**src/rtl/write_back_stage_if.sv**
```systemverilog
// MEM -> WB instruction handshake bundle.
// Slave modport is the write-back stage; master is the MEM stage driving it.
`ifndef WB_LOAD
`define WB_LOAD   2'b00
`define WB_JAL    2'b01
`define WB_NORMAL 2'b10
`define WB_HICCUP 2'b11
`endif

interface write_back_stage_if #(
  parameter int XLEN       = 32,
  parameter int REG_ADDR_W = 5
);
  logic                  in_valid;
  logic                  in_ready;
  logic [1:0]            in_type;
  logic [XLEN-1:0]       in_pc;
  logic [XLEN-1:0]       in_result;
  logic [REG_ADDR_W-1:0] in_rd;
  logic [2:0]            in_funct3;
  logic [1:0]            in_addr_lo;

  modport master (
    output in_valid,
    output in_type,
    output in_pc,
    output in_result,
    output in_rd,
    output in_funct3,
    output in_addr_lo,
    input  in_ready
  );

  modport slave (
    input  in_valid,
    input  in_type,
    input  in_pc,
    input  in_result,
    input  in_rd,
    input  in_funct3,
    input  in_addr_lo,
    output in_ready
  );
endinterface

```
**src/rtl/write_back_stage.sv**
```systemverilog
// Write-back stage: waits for late loads, aligns them, drives the RF port.
// Optional WB_BYPASS_EN adds early-forwarding outputs of the pending commit.
`ifndef WB_LOAD
`define WB_LOAD   2'b00
`define WB_JAL    2'b01
`define WB_NORMAL 2'b10
`define WB_HICCUP 2'b11
`endif

module write_back_stage #(
  parameter int XLEN        = 32,
  parameter int REG_ADDR_W  = 5,
  parameter int LINK_OFFSET = 4,
  parameter int CNT_W       = 32
) (
  input  logic                  clk,
  input  logic                  rst_n,
  write_back_stage_if.slave     in_if,
  input  logic                  mem_rsp_valid,
  input  logic [XLEN-1:0]       mem_rsp_data,
  input  logic                  flush,
  output logic                  rf_we,
  output logic [REG_ADDR_W-1:0] rf_waddr,
  output logic [XLEN-1:0]       rf_wdata,
  output logic                  misalign_err,
  output logic [CNT_W-1:0]      retire_count
`ifdef WB_BYPASS_EN
  ,
  output logic                  bypass_valid,
  output logic [REG_ADDR_W-1:0] bypass_rd,
  output logic [XLEN-1:0]       bypass_data
`endif
);

  typedef enum logic {S_IDLE, S_WAIT} state_t;

  state_t                state;
  logic [1:0]            h_type;
  logic [XLEN-1:0]       h_pc;
  logic [XLEN-1:0]       h_result;
  logic [REG_ADDR_W-1:0] h_rd;
  logic [2:0]            h_funct3;
  logic [1:0]            h_addr_lo;

  logic                  waiting;
  logic [1:0]            c_type;
  logic [XLEN-1:0]       c_pc;
  logic [XLEN-1:0]       c_result;
  logic [REG_ADDR_W-1:0] c_rd;
  logic [2:0]            c_funct3;
  logic [1:0]            c_addr_lo;

  logic                  is_load;
  logic                  is_hiccup;
  logic                  accept;
  logic                  park;
  logic                  commit;

  logic [XLEN-1:0]       shifted;
  logic [XLEN-1:0]       load_val;
  logic                  misal;
  logic [XLEN-1:0]       val;

  logic                  n_we;
  logic [REG_ADDR_W-1:0] n_waddr;
  logic [XLEN-1:0]       n_wdata;
  logic                  n_mis;
  logic                  n_retire;

  assign waiting        = (state == S_WAIT);
  assign in_if.in_ready = ~waiting;

  // In S_WAIT the commit is built from the parked copy, not the live bus.
  assign c_type    = waiting ? h_type    : in_if.in_type;
  assign c_pc      = waiting ? h_pc      : in_if.in_pc;
  assign c_result  = waiting ? h_result  : in_if.in_result;
  assign c_rd      = waiting ? h_rd      : in_if.in_rd;
  assign c_funct3  = waiting ? h_funct3  : in_if.in_funct3;
  assign c_addr_lo = waiting ? h_addr_lo : in_if.in_addr_lo;

  assign is_load   = (c_type == `WB_LOAD);
  assign is_hiccup = (c_type == `WB_HICCUP);

  assign accept = ~waiting & in_if.in_valid & ~flush;
  assign park   = accept & is_load & ~mem_rsp_valid;

  always_comb begin
    commit = 1'b0;
    if (!flush) begin
      if (waiting) commit = mem_rsp_valid;
      else commit = in_if.in_valid & (~is_load | mem_rsp_valid);
    end
  end

  assign shifted = mem_rsp_data >> {c_addr_lo, 3'b000};

  always_comb begin
    load_val = '0;
    misal    = 1'b0;
    unique case (1'b1)
      (c_funct3 == 3'b000): begin
        load_val = XLEN'($signed(shifted[7:0]));
      end
      (c_funct3 == 3'b001): begin
        load_val = XLEN'($signed(shifted[15:0]));
        misal    = (c_addr_lo == 2'b11);
      end
      (c_funct3 == 3'b100): begin
        load_val = XLEN'(shifted[7:0]);
      end
      (c_funct3 == 3'b101): begin
        load_val = XLEN'(shifted[15:0]);
        misal    = (c_addr_lo == 2'b11);
      end
      default: begin
        load_val = XLEN'($signed(shifted[31:0]));
        misal    = (c_addr_lo != 2'b00);
      end
    endcase
  end

  always_comb begin
    val = c_result;
    unique case (c_type)
      `WB_LOAD: val = load_val;
      `WB_JAL:  val = c_pc + XLEN'(LINK_OFFSET);
      default:  val = c_result;
    endcase
  end

  always_comb begin
    n_retire = commit & ~is_hiccup;
    n_mis    = commit & is_load & misal;
    n_we     = n_retire & ~n_mis & (c_rd != '0);
    n_waddr  = n_retire ? c_rd : '0;
    n_wdata  = n_we ? val : '0;
  end

`ifdef WB_BYPASS_EN
  assign bypass_valid = n_we;
  assign bypass_rd    = n_waddr;
  assign bypass_data  = n_wdata;
`endif

  always_ff @(posedge clk or negedge rst_n) begin
    if (!rst_n) begin
      state        <= S_IDLE;
      h_type       <= '0;
      h_pc         <= '0;
      h_result     <= '0;
      h_rd         <= '0;
      h_funct3     <= '0;
      h_addr_lo    <= '0;
      rf_we        <= 1'b0;
      rf_waddr     <= '0;
      rf_wdata     <= '0;
      misalign_err <= 1'b0;
      retire_count <= '0;
    end else begin
      rf_we        <= n_we;
      rf_waddr     <= n_waddr;
      rf_wdata     <= n_wdata;
      misalign_err <= n_mis;
      if (n_retire) retire_count <= retire_count + CNT_W'(1);
      unique case (state)
        S_IDLE: begin
          if (park) begin
            state     <= S_WAIT;
            h_type    <= in_if.in_type;
            h_pc      <= in_if.in_pc;
            h_result  <= in_if.in_result;
            h_rd      <= in_if.in_rd;
            h_funct3  <= in_if.in_funct3;
            h_addr_lo <= in_if.in_addr_lo;
          end
        end
        S_WAIT: begin
          if (flush || mem_rsp_valid) state <= S_IDLE;
        end
        default: state <= S_IDLE;
      endcase
    end
  end

endmodule

```
**src/flat_wrapper.sv**
```systemverilog
// flat-port wrapper written by rule: the top's interface ports become plain ports
module write_back_stage_flat 
#(
  parameter int XLEN        = 32,
  parameter int REG_ADDR_W  = 5,
  parameter int LINK_OFFSET = 4,
  parameter int CNT_W       = 32
)
  (clk, rst_n, mem_rsp_valid, mem_rsp_data, flush, rf_we, rf_waddr, rf_wdata, misalign_err, retire_count, in_if_in_valid, in_if_in_type, in_if_in_pc, in_if_in_result, in_if_in_rd, in_if_in_funct3, in_if_in_addr_lo, in_if_in_ready);
  write_back_stage_if #(.XLEN(XLEN), .REG_ADDR_W(REG_ADDR_W)) in_if_i ();
  input  logic clk;
  input  logic rst_n;
  input  logic mem_rsp_valid;
  input  logic [XLEN-1:0] mem_rsp_data;
  input  logic flush;
  output logic rf_we;
  output logic [REG_ADDR_W-1:0] rf_waddr;
  output logic [XLEN-1:0] rf_wdata;
  output logic misalign_err;
  output logic [CNT_W-1:0] retire_count;
  input wire logic [$bits(in_if_i.in_valid)-1:0] in_if_in_valid;
  input wire logic [$bits(in_if_i.in_type)-1:0] in_if_in_type;
  input wire logic [$bits(in_if_i.in_pc)-1:0] in_if_in_pc;
  input wire logic [$bits(in_if_i.in_result)-1:0] in_if_in_result;
  input wire logic [$bits(in_if_i.in_rd)-1:0] in_if_in_rd;
  input wire logic [$bits(in_if_i.in_funct3)-1:0] in_if_in_funct3;
  input wire logic [$bits(in_if_i.in_addr_lo)-1:0] in_if_in_addr_lo;
  output wire logic [$bits(in_if_i.in_ready)-1:0] in_if_in_ready;
  assign in_if_i.in_valid = in_if_in_valid;
  assign in_if_i.in_type = in_if_in_type;
  assign in_if_i.in_pc = in_if_in_pc;
  assign in_if_i.in_result = in_if_in_result;
  assign in_if_i.in_rd = in_if_in_rd;
  assign in_if_i.in_funct3 = in_if_in_funct3;
  assign in_if_i.in_addr_lo = in_if_in_addr_lo;
  assign in_if_in_ready = in_if_i.in_ready;
  write_back_stage #(.XLEN(XLEN), .REG_ADDR_W(REG_ADDR_W), .LINK_OFFSET(LINK_OFFSET), .CNT_W(CNT_W)) u_core (.clk(clk), .rst_n(rst_n), .in_if(in_if_i), .mem_rsp_valid(mem_rsp_valid), .mem_rsp_data(mem_rsp_data), .flush(flush), .rf_we(rf_we), .rf_waddr(rf_waddr), .rf_wdata(rf_wdata), .misalign_err(misalign_err), .retire_count(retire_count));
endmodule
```
**config.mk**
```make
export PLATFORM = sky130hd
export DESIGN_NAME = write_back_stage_flat
export DESIGN_NICKNAME = d
export VERILOG_FILES = /design/src/rtl/write_back_stage_if.sv /design/src/rtl/write_back_stage.sv /design/src/flat_wrapper.sv
export SDC_FILE = /design/constraint.sdc
export NUM_CORES = 1
export LEC_CHECK = 0
export ABC_CLOCK_PERIOD_IN_PS = 5400
export BUFFER_PORTS_ARGS = -buffer_cell sky130_fd_sc_hd__buf_2
export CAP_MARGIN = 20
export CORE_MARGIN = 5
export CORE_UTILIZATION = 40
export CTS_BUF_LIST = sky130_fd_sc_hd__clkbuf_4
export DETAILED_ROUTE_END_ITERATION = 16
export GPL_TIMING_DRIVEN = 0
export PLACE_DENSITY = 0.65
export SLEW_MARGIN = 20
export SYNTH_ARGS = -nofsm -noshare
export SYNTH_HDL_FRONTEND = slang
export SYNTH_SLANG_ARGS = --single-unit
```
**constraint.sdc**
```tcl
create_clock -name clk -period 5.4 [get_ports clk]
set_input_delay 0.27 -clock clk [delete_from_list [all_inputs] [get_ports clk]]
set_output_delay 0.27 -clock clk [all_outputs]
set_load 0.02 [all_outputs]
```
==> results of run 1 <==
[power groups by stage]
| stage | clock network [mW] | registers, mW | logic, mW |
|---|---|---|---|
| after floorplan | 0 | 1.40 | 0.304 |
| after global placement | 0 | 1.39 | 0.520 |
| after detailed placement | 0 | 1.40 | 0.533 |
| after CTS | 0.866 | 1.38 | 0.579 |
| after global routing | 0.910 | 1.40 | 0.634 |
| final | 0.855 | 1.38 | 0.580 |
[routing by layer]
layer / global-route usage (%) / vias to the layer above
li1: - / 3453
met1: 28.3 / 3693
met2: 36.3 / 329
met3: 5.09 / 55
met4: 7.70 / 0
met5: 0 / -
[synth_stat cells (4+ instances only)]
master | count | area share (%)
nand2b_1 | 6 | 0.45
o22ai_1 | 8 | 0.61
nor4_1 | 7 | 0.53
and2_1 | 7 | 0.53
nand3_1 | 22 | 1.3
o21ai_0 | 29 | 1.8
and4_1 | 7 | 0.74
a21o_1 | 5 | 0.45
buf_1 | 5 | 0.23
nor3_1 | 15 | 0.91
xor2_1 | 22 | 2.3
a21oi_1 | 33 | 2.0
and3_1 | 12 | 0.91
o211ai_1 | 4 | 0.36
mux2i_1 | 55 | 6.7
nand4b_1 | 4 | 0.42
nor2_1 | 49 | 2.2
o31a_1 | 8 | 0.85
a22oi_1 | 11 | 1.0
mux2_2 | 101 | 14
a221oi_1 | 4 | 0.42
dfrtp_1 | 148 | 45
clkbuf_1 | 13 | 0.59
buf_2 | 17 | 1.0
nor2b_1 | 9 | 0.68
xnor2_1 | 21 | 2.2
a31oi_1 | 14 | 1.1
a222oi_1 | 4 | 0.48
nand4_1 | 17 | 1.3
nand2_1 | 71 | 3.2
[cells by family (layout without fill, tap and decap cells)]
| family | count (synthesis) | count (layout) | share of synthesized area [%] |
|---|---|---|---|
| DFF | 148 | 148 | 44.8 |
| muxes | 157 | 157 | 20.6 |
| other | 0 | 1 | 0 |
| and+or+nand+nor | 243 | 243 | 15.3 |
| buffers and inverters | 45 | 338 | 2.75 |
| adders and majority gates | 3 | 3 | 0.424 |
| AOI/OAI and AO/OA | 144 | 144 | 11.6 |
| xor gates and xnor gates | 43 | 43 | 4.56 |
[final timing paths]
| kind | from | to |
|---|---|---|
| setup / recovery | u_core.state | u_core.rf_wdata[26] |
| hold / removal | in_if_in_pc[5] | u_core.h_pc[5] |
| setup reg to reg | u_core.state | u_core.rf_wdata[26] |
| hold reg to reg | u_core.retire_count[31] | u_core.retire_count[31] |
| max in group asynchronous | rst_n | u_core.rf_wdata[24] |
| min in group asynchronous | rst_n | u_core.retire_count[8] |
[metrics by stage]
stage	cells	total power [mW]	util (%)	instance area, µm²	hold WS (ns)
2_1_floorplan	783	1.71	-	8270	-0.0256
3_5_place_dp	1238	1.93	47.1	9560	0.274
4_1_cts	1346	2.82	52.6	10700	0.00321
3_3_place_gp	1237	1.91	46.9	9530	0.453
6_report	1347	2.82	52.6	10700	0.0218
5_1_grt	1346	2.94	52.6	10700	0.0109
[flip-flops by register name (all words and copies together) (netlist names)]
signal and flops:
u_core.misalign_err 1, u_core.rf_we 1, u_core.rf_waddr 5, u_core.rf_wdata 32, u_core.retire_count 32, u_core.h_rd 5, u_core.state 1, u_core.h_type 2
u_core.h_pc 32, u_core.h_funct3 3, u_core.h_result 32, u_core.h_addr_lo 2
[area by class of cell]
type	count	share of cell area, %
multi-input cells	590	40.6
flip-flops and latches	148	34.7
repair buffers	261	16.1
well taps	270	3.16
clock inverters	15	2.12
plain buffers	40	1.96
clock buffers	17	1.19
inverters	5	0.176
diodes	1	0.0234
[timing repair]
action                    4_1_cts  5_1_grt
hold endpoints to repair      151        0
setup buffers                   0        0
hold buffers                   76        0
==> results.yml, run 1 <==
clock_tree:
  cts_resized: 0
  clock_latency_ns: 0.60
  cts_sinks: 148
  cts.reportedPaths.clkPinSlew_ns: 0.13
  tritoncts: "done"
  clock_path_buffers: 2
  cts_buffers: 17
  cts_root_buf: "clkbuf_4"
  cts_max_level: 4
synth:
  ys_async_sr_fraction_pct: 100
  netlist_area_um2: 8270
  yosysSeqAreaShare_pct: 44.8
  ys.flop_type: "dfrtp_1"
  ys_seq_elements: 148
  syn-num-nets: 898
  synth.distinct_cells: 66
  synth_edf_count: 0
  synth_area_per_cell_um2: 10.6
  yosysWarnings: 0
  netlist_instances: 783
critical_path:
  endpoint_kind: "register"
  cpPeakStageDelay_ns: 0.54
  worst-path-stages: 16
  required_ns: 5.89
  path_delay_family: "buffers and inverters"
  slowest_stage: "or4_1"
  rr_worst_depth: 16
  critPathLaunchType: "register"
  worstSetupPathType: "reg -> reg"
  cp_num_buf_inv: 8
  cp.arrival_ns: 5.21
  path_common_cell: "buf_2"
  cp_max_fo: 10
  reg2reg_slack_ns: 0.68
  crit_chain: "buf_6 > buf_8 > buf_8 > buf_2 > buf_4 > buf_4 > buf_2 > buf_2 > mux2_2 > ha_1 > and4_1 > a31o_2 > nand4_2 > or4_1 > and3_1 > o31a_1"
timing:
  tightest_slew_ns: 0.988
  setup_ws_ns: 0.678
  period_needed_ns: 4.72
  hold_viol: 0
  post-route-period-util_pct: 87.4
  fmax_mhz: 212
  rsz0062_at_grt: "no"
  finalSetupViolations: 0
  max_slew_margin_pct: 34.2
  timing.setup.tns_ns: 0
  clock_skew_ns: 0.0217
  slew_viol_final: 0
layout:
  nFillCells: 1879
  layout_commonest_cell: "buf_2"
  area_growth_pct: 29.2
  multiInputGateArea_um2: 4340
  final_cell_mix: "buf_2 (200), dfrtp_1 (148), mux2_2 (101)"
  seqCellArea_um2: 3700
  layout.nets: 1178
  drive_gt1_share_pct: 32.7
route:
  wl_met2_mm: 12.7
  ant_nets: 0
  met1_length_mm: 11.2
  via_per_inst: 5.59
  drt_iter0_drc: 587
  wl_mm: 26.8
  drc: 0
  first_pass_iters: 6
  wl_per_cell_um: 19.9
  met3_length_mm: 2.05
  num_vias: 7530
  routed.top_layer: "met4"
floorplanning:
  start_util_pct: 40.7
  die-area_um2: 23600
  die_w_um: 154
  ios: 185
  core_um2: 20300
  die_y_um: 154
  rows: 52
placed_design:
  dp_hpwl_mm: 20.2
  io_buffer_count: 184
  gp_congestion: 0.911
  pre_cts_slack_ns: 0.753
power:
  swShare_pct: 30.1
  p_switching_uw: 848
  vdd_drop_max_mv: 0.213
  seq_power_share_pct: 49.1
  power_frac_comb_pct: 20.6
  pwr-share-clk_pct: 30.3
  internal_power_mw: 1.97
  p_per_area_nw_per_um2: 264
  power.leakage_nw: 4.92
grt:
  grt_pass1_wl_mm: 40.7
  grtUsageTotal_pct: 21.9
  grt_pass1_vias: 7564
  antenna_found_initial: 0
  grt_max_degree: 77
  grt-ovfl-total: 0
worst_hold_path:
  hold_path.class: "in -> reg"
  hold_path_depth: 2
flow_run:
  maxCapViolations: 0
status:
  status: "completed"
Note: power is estimated with default switching activity, not from simulation.
==> run 2, diff against run 1 <==
ABC_AREA = 1   (was default)
CORE_ASPECT_RATIO = 0.75   (was default)
PLACE_DENSITY = 0.64   (was 0.65)
==> run 2 against run 1 <==
Cell count up 44%. Sequential share of layout area down 2.8 points. Sequential power about the same. Count of clock-buffer cells in the layout up 3. Global-route usage up 4.6 points. Critical path depth down 3. Synthesized cell count up 72%. Clock skew up 0.0063 ns. Critical path type unchanged. Largest cell class unchanged. Largest power group unchanged.
==> results.yml, run 2 <==
route:
  drc: 0
  wl_per_cell_um: 18.1
  wl_mm: 35.0
  ant_nets: 0
  num_vias: 9999
  via_per_inst: 5.15
  drt_iter0_drc: 1058
  first_pass_iters: 6
layout:
  drive_gt1_share_pct: 18.6
  layout_commonest_cell: "nand2_1"
  final_cell_mix: "nand2_1 (487), buf_2 (199), dfrtp_1 (148)"
  utilization_pct: 50.7
  area_growth_pct: 25.7
  final_cells: 1941
  postLayoutCellArea_um2: 11600
  layout.nets: 1740
power:
  power.leakage_nw: 6.08
  power_frac_comb_pct: 27.1
  p_total_mw: 2.89
  pwr-share-clk_pct: 24.0
  p_switching_mw: 1.06
  internal_power_mw: 1.82
  seq_power_share_pct: 48.9
  swShare_pct: 36.8
  p_per_area_nw_per_um2: 249
  vdd_drop_max_mv: 0.219
clock_tree:
  clock_latency_ns: 0.60
  cts_resized: 0
  cts.reportedPaths.clkPinSlew_ns: 0.14
  cts_root_buf: "clkbuf_4"
  post-cts-setup-buffers: 0
  tritoncts: "done"
  cts-hold-fix-buffers: 77
  cts_sinks: 148
  cts_buffers: 17
  clock_path_buffers: 2
  cts_max_level: 4
critical_path:
  crit_path_start: "u_core.state"
  crit_end: "u_core.rf_wdata[30]"
  reg2reg_to: "u_core.rf_wdata[30]"
  cp.arrival_ns: 3.43
  required_ns: 5.92
  path_common_cell: "nand2_1"
  cpPeakStageDelay_ns: 0.45
  critPathLaunchType: "register"
  reg2reg_slack_ns: 2.49
  crit_chain: "inv_2 > buf_2 > nand2_1 > nand2_1 > ha_1 > inv_1 > nor2_2 > inv_1 > nor2_1 > nand2_1 > nand2_1 > nand3_1 > a21oi_1"
  slowest_stage: "dfrtp_1"
  r2r_start: "u_core.state"
  rr_worst_depth: 13
  worstSetupPathType: "reg -> reg"
  endpoint_kind: "register"
  cp_max_fo: 10
synth:
  synth.largest_area_cell: "dfrtp_1"
  netlist_instances: 1344
  synthTopCellsByArea: "dfrtp_1 (40%), nand2_1 (20%), nand3_1 (5.9%)"
  ys_seq_elements: 148
  synth_area_per_cell_um2: 6.87
  synth_most_common_cell: "nand2_1"
  yosysSeqAreaShare_pct: 40.1
  ys.flop_type: "dfrtp_1"
  yosysTopAreaCellShare_pct: 40.1
  netlist_area_um2: 9230
  synth_edf_count: 0
  ys_async_sr_fraction_pct: 100
  yosysWarnings: 0
  synth_common_cells: "nand2_1 (487), dfrtp_1 (148), inv_1 (141)"
  syn-num-nets: 1459
  synth.distinct_cells: 41
grt:
  grtUsageTotal_pct: 26.5
  grt_pass1_vias: 9249
  antenna_found_initial: 3
  grt-ovfl-total: 0
  grt_pass1_wl_mm: 53.1
  grt_max_degree: 86
timing:
  tightest_slew_ns: 0.858
  period_needed_ns: 2.91
  setup_ws_ns: 2.49
  slew_viol_final: 0
  hold_viol: 0
  timing.setup.tns_ns: 0
  post-route-period-util_pct: 53.8
  max_slew_margin_pct: 42.8
  clock_skew_ns: 0.0280
  finalSetupViolations: 0
  holdWs_ns: 0.0562
  fmax_mhz: 344
  rsz0062_at_grt: "no"
placed_design:
  pre_cts_slack_ns: 2.64
  gp_congestion: 0.999
  place_area_um2: 10600
  dp_hpwl_mm: 26.8
  dp_cells: 1829
  io_buffer_count: 184
worst_hold_path:
  hold_path.class: "in -> reg"
status:
  status: "completed"
floorplanning:
  start_util_pct: 40.4
  ios: 185
  die_w_um: 185
  rows: 48
  die_y_um: 142
  die-area_um2: 26300
  core_um2: 22900
flow_run:
  maxCapViolations: 0
run 2: changes by cell type after synthesis, sizes merged, moves of 12 or more:
cell,change
a21oi,+24
a31oi,-13
and3,-12
inv,+141
mux2,-84
mux2i,-55
nand2,+429
nand3,+92
nor2,+57
o21ai,+76
xnor2,-15
run 2: final cells by class:
| type | count | area (µm²) |
|---|---|---|
| fillers | 2378 | 11300 |
| multi-input cells | 992 | 4680 |
| flip-flops and latches | 148 | 3700 |
| repair buffers | 262 | 1730 |
| inverters | 148 | 556 |
| well taps | 300 | 375 |
| plain buffers | 56 | 290 |
| clock buffers | 20 | 150 |
| clock inverters | 12 | 106 |
| diodes | 3 | 7.51 |
run 2: worst min-delay path by stage:
stage / depth (start not counted) / slack (ns) / endpoint / start
5_1_grt: 4 / 0.02 / u_core.misalign_err / flush
6_report: 4 / 0.06 / u_core.misalign_err / flush
4_1_cts: 4 / 0.02 / u_core.misalign_err / flush
3_3_place_gp: 2 / 0.45 / u_core.h_type[0] / u_core.h_type[0]
2_1_floorplan: 0 / -0.03 / u_core.h_addr_lo[0] / rst_n
3_5_place_dp: 1 / 0.24 / u_core.rf_wdata[0] / rst_n
run 2: routing by layer:
| layer | share of wire [%] | vias to the layer above | global-route usage [%] |
|---|---|---|---|
| li1 | - | 4827 | - |
| met5 | 0 | - | 0 |
| met4 | 1.4 | 0 | 4.90 |
| met2 | 41 | 466 | 37.1 |
| met3 | 11 | 33 | 7.51 |
| met1 | 47 | 4673 | 40.9 |
run 2: critical path, delay by kind of cell, from the launching register on:
| kind | cells | cell delay, ns |
|---|---|---|
| buf+inv | 4 | 0.77 |
| simple gates | 7 | 1.05 |
| flops | 1 | 0.45 |
| compound gates | 1 | 0.25 |
| fa+ha+maj | 1 | 0.29 |
run 2: cells by family after synthesis:
| group | count (synthesis) | synth area share (%) |
|---|---|---|
| xor gates and xnor gates | 29 | 2.75 |
| DFF | 148 | 40.1 |
| and+or+nand+nor | 752 | 34.3 |
| buffers and inverters | 204 | 9.16 |
| muxes | 18 | 2.18 |
| adders and majority gates | 2 | 0.271 |
| AOI/OAI and AO/OA | 191 | 11.3 |
run 2: power groups by stage:
stage / Clock (mW) / Sequential (mW) / Combinational, mW
floorplan: 0 / 1.47 / 0.398
global placement: 0 / 1.43 / 0.719
detailed placement: 0 / 1.43 / 0.731
CTS: 0.711 / 1.41 / 0.776
global route: 0.755 / 1.44 / 0.870
finish: 0.692 / 1.41 / 0.782
==> run 3, diff against run 2 <==
ABC_AREA = 0   (was 1)
ABC_CLOCK_PERIOD_IN_PS = 2500   (was 5400)
PLACE_DENSITY = 0.67   (was 0.64)
clock period = 2.5 ns   (was 5.4 ns; I/O delays follow)
==> run 3 against run 2 <==
Hold slack worse by 0.028 ns. First-iteration DRC count down 33%. Highest routed layer is now met5. Combinational power up 87%. Critical path depth up 2. Register-to-register slack worse by 2.9 ns. The flow now finishes with violations (setup timing). Sequential share of layout area down 0.55 points. Count of clock-buffer cells in the layout up 1. Clock skew down 0.0043 ns.
==> results.yml, run 3 (synthesis results as in run 1) <==
status:
  status: "finished with violations"
  violations: "setup timing"
critical_path:
  crit_chain: "buf_12 > buf_12 > buf_12 > buf_12 > buf_8 > mux2_4 > ha_4 > and4_1 > a31o_4 > nand4_4 > buf_6 > buf_6 > o31a_1 > o21ai_2 > a311oi_2"
  cp.arrival_ns: 3.36
  path_delay_family: "buffers and inverters"
  endpoint_kind: "register"
  cpPeakStageDelay_ns: 0.46
  cp_max_fo: 5
  required_ns: 2.94
  path_common_cell: "buf_12"
  cp_num_buf_inv: 7
  worstSetupPathType: "reg -> reg"
  rr_worst_depth: 15
  slowest_stage: "dfrtp_2"
  worst-path-stages: 15
  critPathLaunchType: "register"
worst_hold_path:
  hold_path_depth: 4
  hold_path.class: "in -> reg"
power:
  p_per_area_nw_per_um2: 519
  power.leakage_nw: 5.34
  p_total_mw: 6.13
  vdd_drop_max_mv: 0.301
clock_tree:
  tritoncts: "done"
  cts_sinks: 148
  cts_root_buf: "clkbuf_4"
  cts.reportedPaths.clkPinSlew_ns: 0.14
  cts_buffers: 17
  clock_latency_ns: 0.59
  clock_path_buffers: 2
  cts_max_level: 4
route:
  first_pass_iters: 5
  ant_nets: 0
  wl_per_cell_um: 21.3
  wl_mm: 29.7
  num_vias: 7888
  via_per_inst: 5.66
  drt_iter0_drc: 706
  drc: 0
timing:
  post-route-period-util_pct: 117
  rsz0062_at_grt: "yes"
  timing.setup.tns_ns: -4.93
  hold_viol: 0
  holdWs_ns: 0.0279
  period_needed_ns: 2.92
  fmax_mhz: 342
  max_slew_margin_pct: 52.9
  clock_skew_ns: 0.0237
  finalSetupViolations: 18
  setup_ws_ns: -0.424
  tightest_slew_ns: 0.706
  slew_viol_final: 0
floorplanning:
  core_um2: 20300
  die-area_um2: 23700
  rows: 45
  die_y_um: 135
  die_w_um: 176
  ios: 185
  start_util_pct: 40.8
layout:
  nFillCells: 1742
  final_cells: 1393
  area_growth_pct: 42.9
  layout_commonest_cell: "buf_2"
  postLayoutCellArea_um2: 11800
  utilization_pct: 58.3
  final_cell_mix: "buf_2 (189), dfrtp_1 (147), mux2_2 (99)"
  seqCellArea_um2: 3700
  multiInputGateArea_um2: 4820
  drive_gt1_share_pct: 42.6
  layout.nets: 1232
grt:
  grt_pass1_wl_mm: 44.0
  grt_max_degree: 79
  grt-ovfl-total: 0
  grt_pass1_vias: 7640
  antenna_found_initial: 6
  grtUsageTotal_pct: 24.2
flow_run:
  maxCapViolations: 0
placed_design:
  dp_cells: 1226
  dp_hpwl_mm: 21.1
  gp_congestion: 0.953
  pre_cts_slack_ns: -1.23
  io_buffer_count: 184
  place_area_um2: 9620
run 3: worst paths after layout:
| check | start | to | slack [ns] |
|---|---|---|---|
| max | u_core.state | u_core.rf_wdata[30] | -0.42 |
| min | mem_rsp_data[31] | u_core.rf_wdata[31] | 0.03 |
| max reg2reg | u_core.state | u_core.rf_wdata[30] | -0.42 |
| min reg2reg | u_core.retire_count[27] | u_core.retire_count[27] | 0.50 |
| max in group asynchronous | rst_n | u_core.retire_count[23] | 1.60 |
| min in group asynchronous | rst_n | u_core.rf_wdata[14] | 0.11 |
run 3: report_power, final:
part	internal (mW)	total [mW]	switching (mW)	leakage (nW)
combinational	0.726	1.46	0.736	3.27
sequential	2.73	2.99	0.263	1.92
clock	0.744	1.67	0.926	0.157
total	4.20	6.13	1.92	5.34
run 3: final cells by class:
type	count	area share, %
multi-input combinational	590	40.8
sequential	148	31.4
timing repair buffer	323	19.5
buffer	32	2.75
tap	258	2.73
clock buffer	21	1.33
clock inverter	11	1.28
inverter	5	0.159
antenna	5	0.106
run 3: worst min-delay path, delay by kind of cell:
family	cells	cell delay, ns
buf+inv	1	0.13
compound gates	2	0.26
simple gates	1	0.05
run 3: timing repair:
action / 4_1_cts / 5_1_grt
gates resized for setup: 92 / 77
hold buffers: 88 / 0
setup buffers: 27 / 26
pin swaps: 21 / 33
hold endpoints to repair: 176 / 0
setup endpoints to repair: 99 / 82
run 3: metal layers:
layer  wire, µm  up-vias  GRT usage [%]
met1      13300     3878           35.6
met5          7        -              0
met2      12700      398           34.3
met3       2810       56           6.77
li1           -     3554              -
met4        816        2           8.01
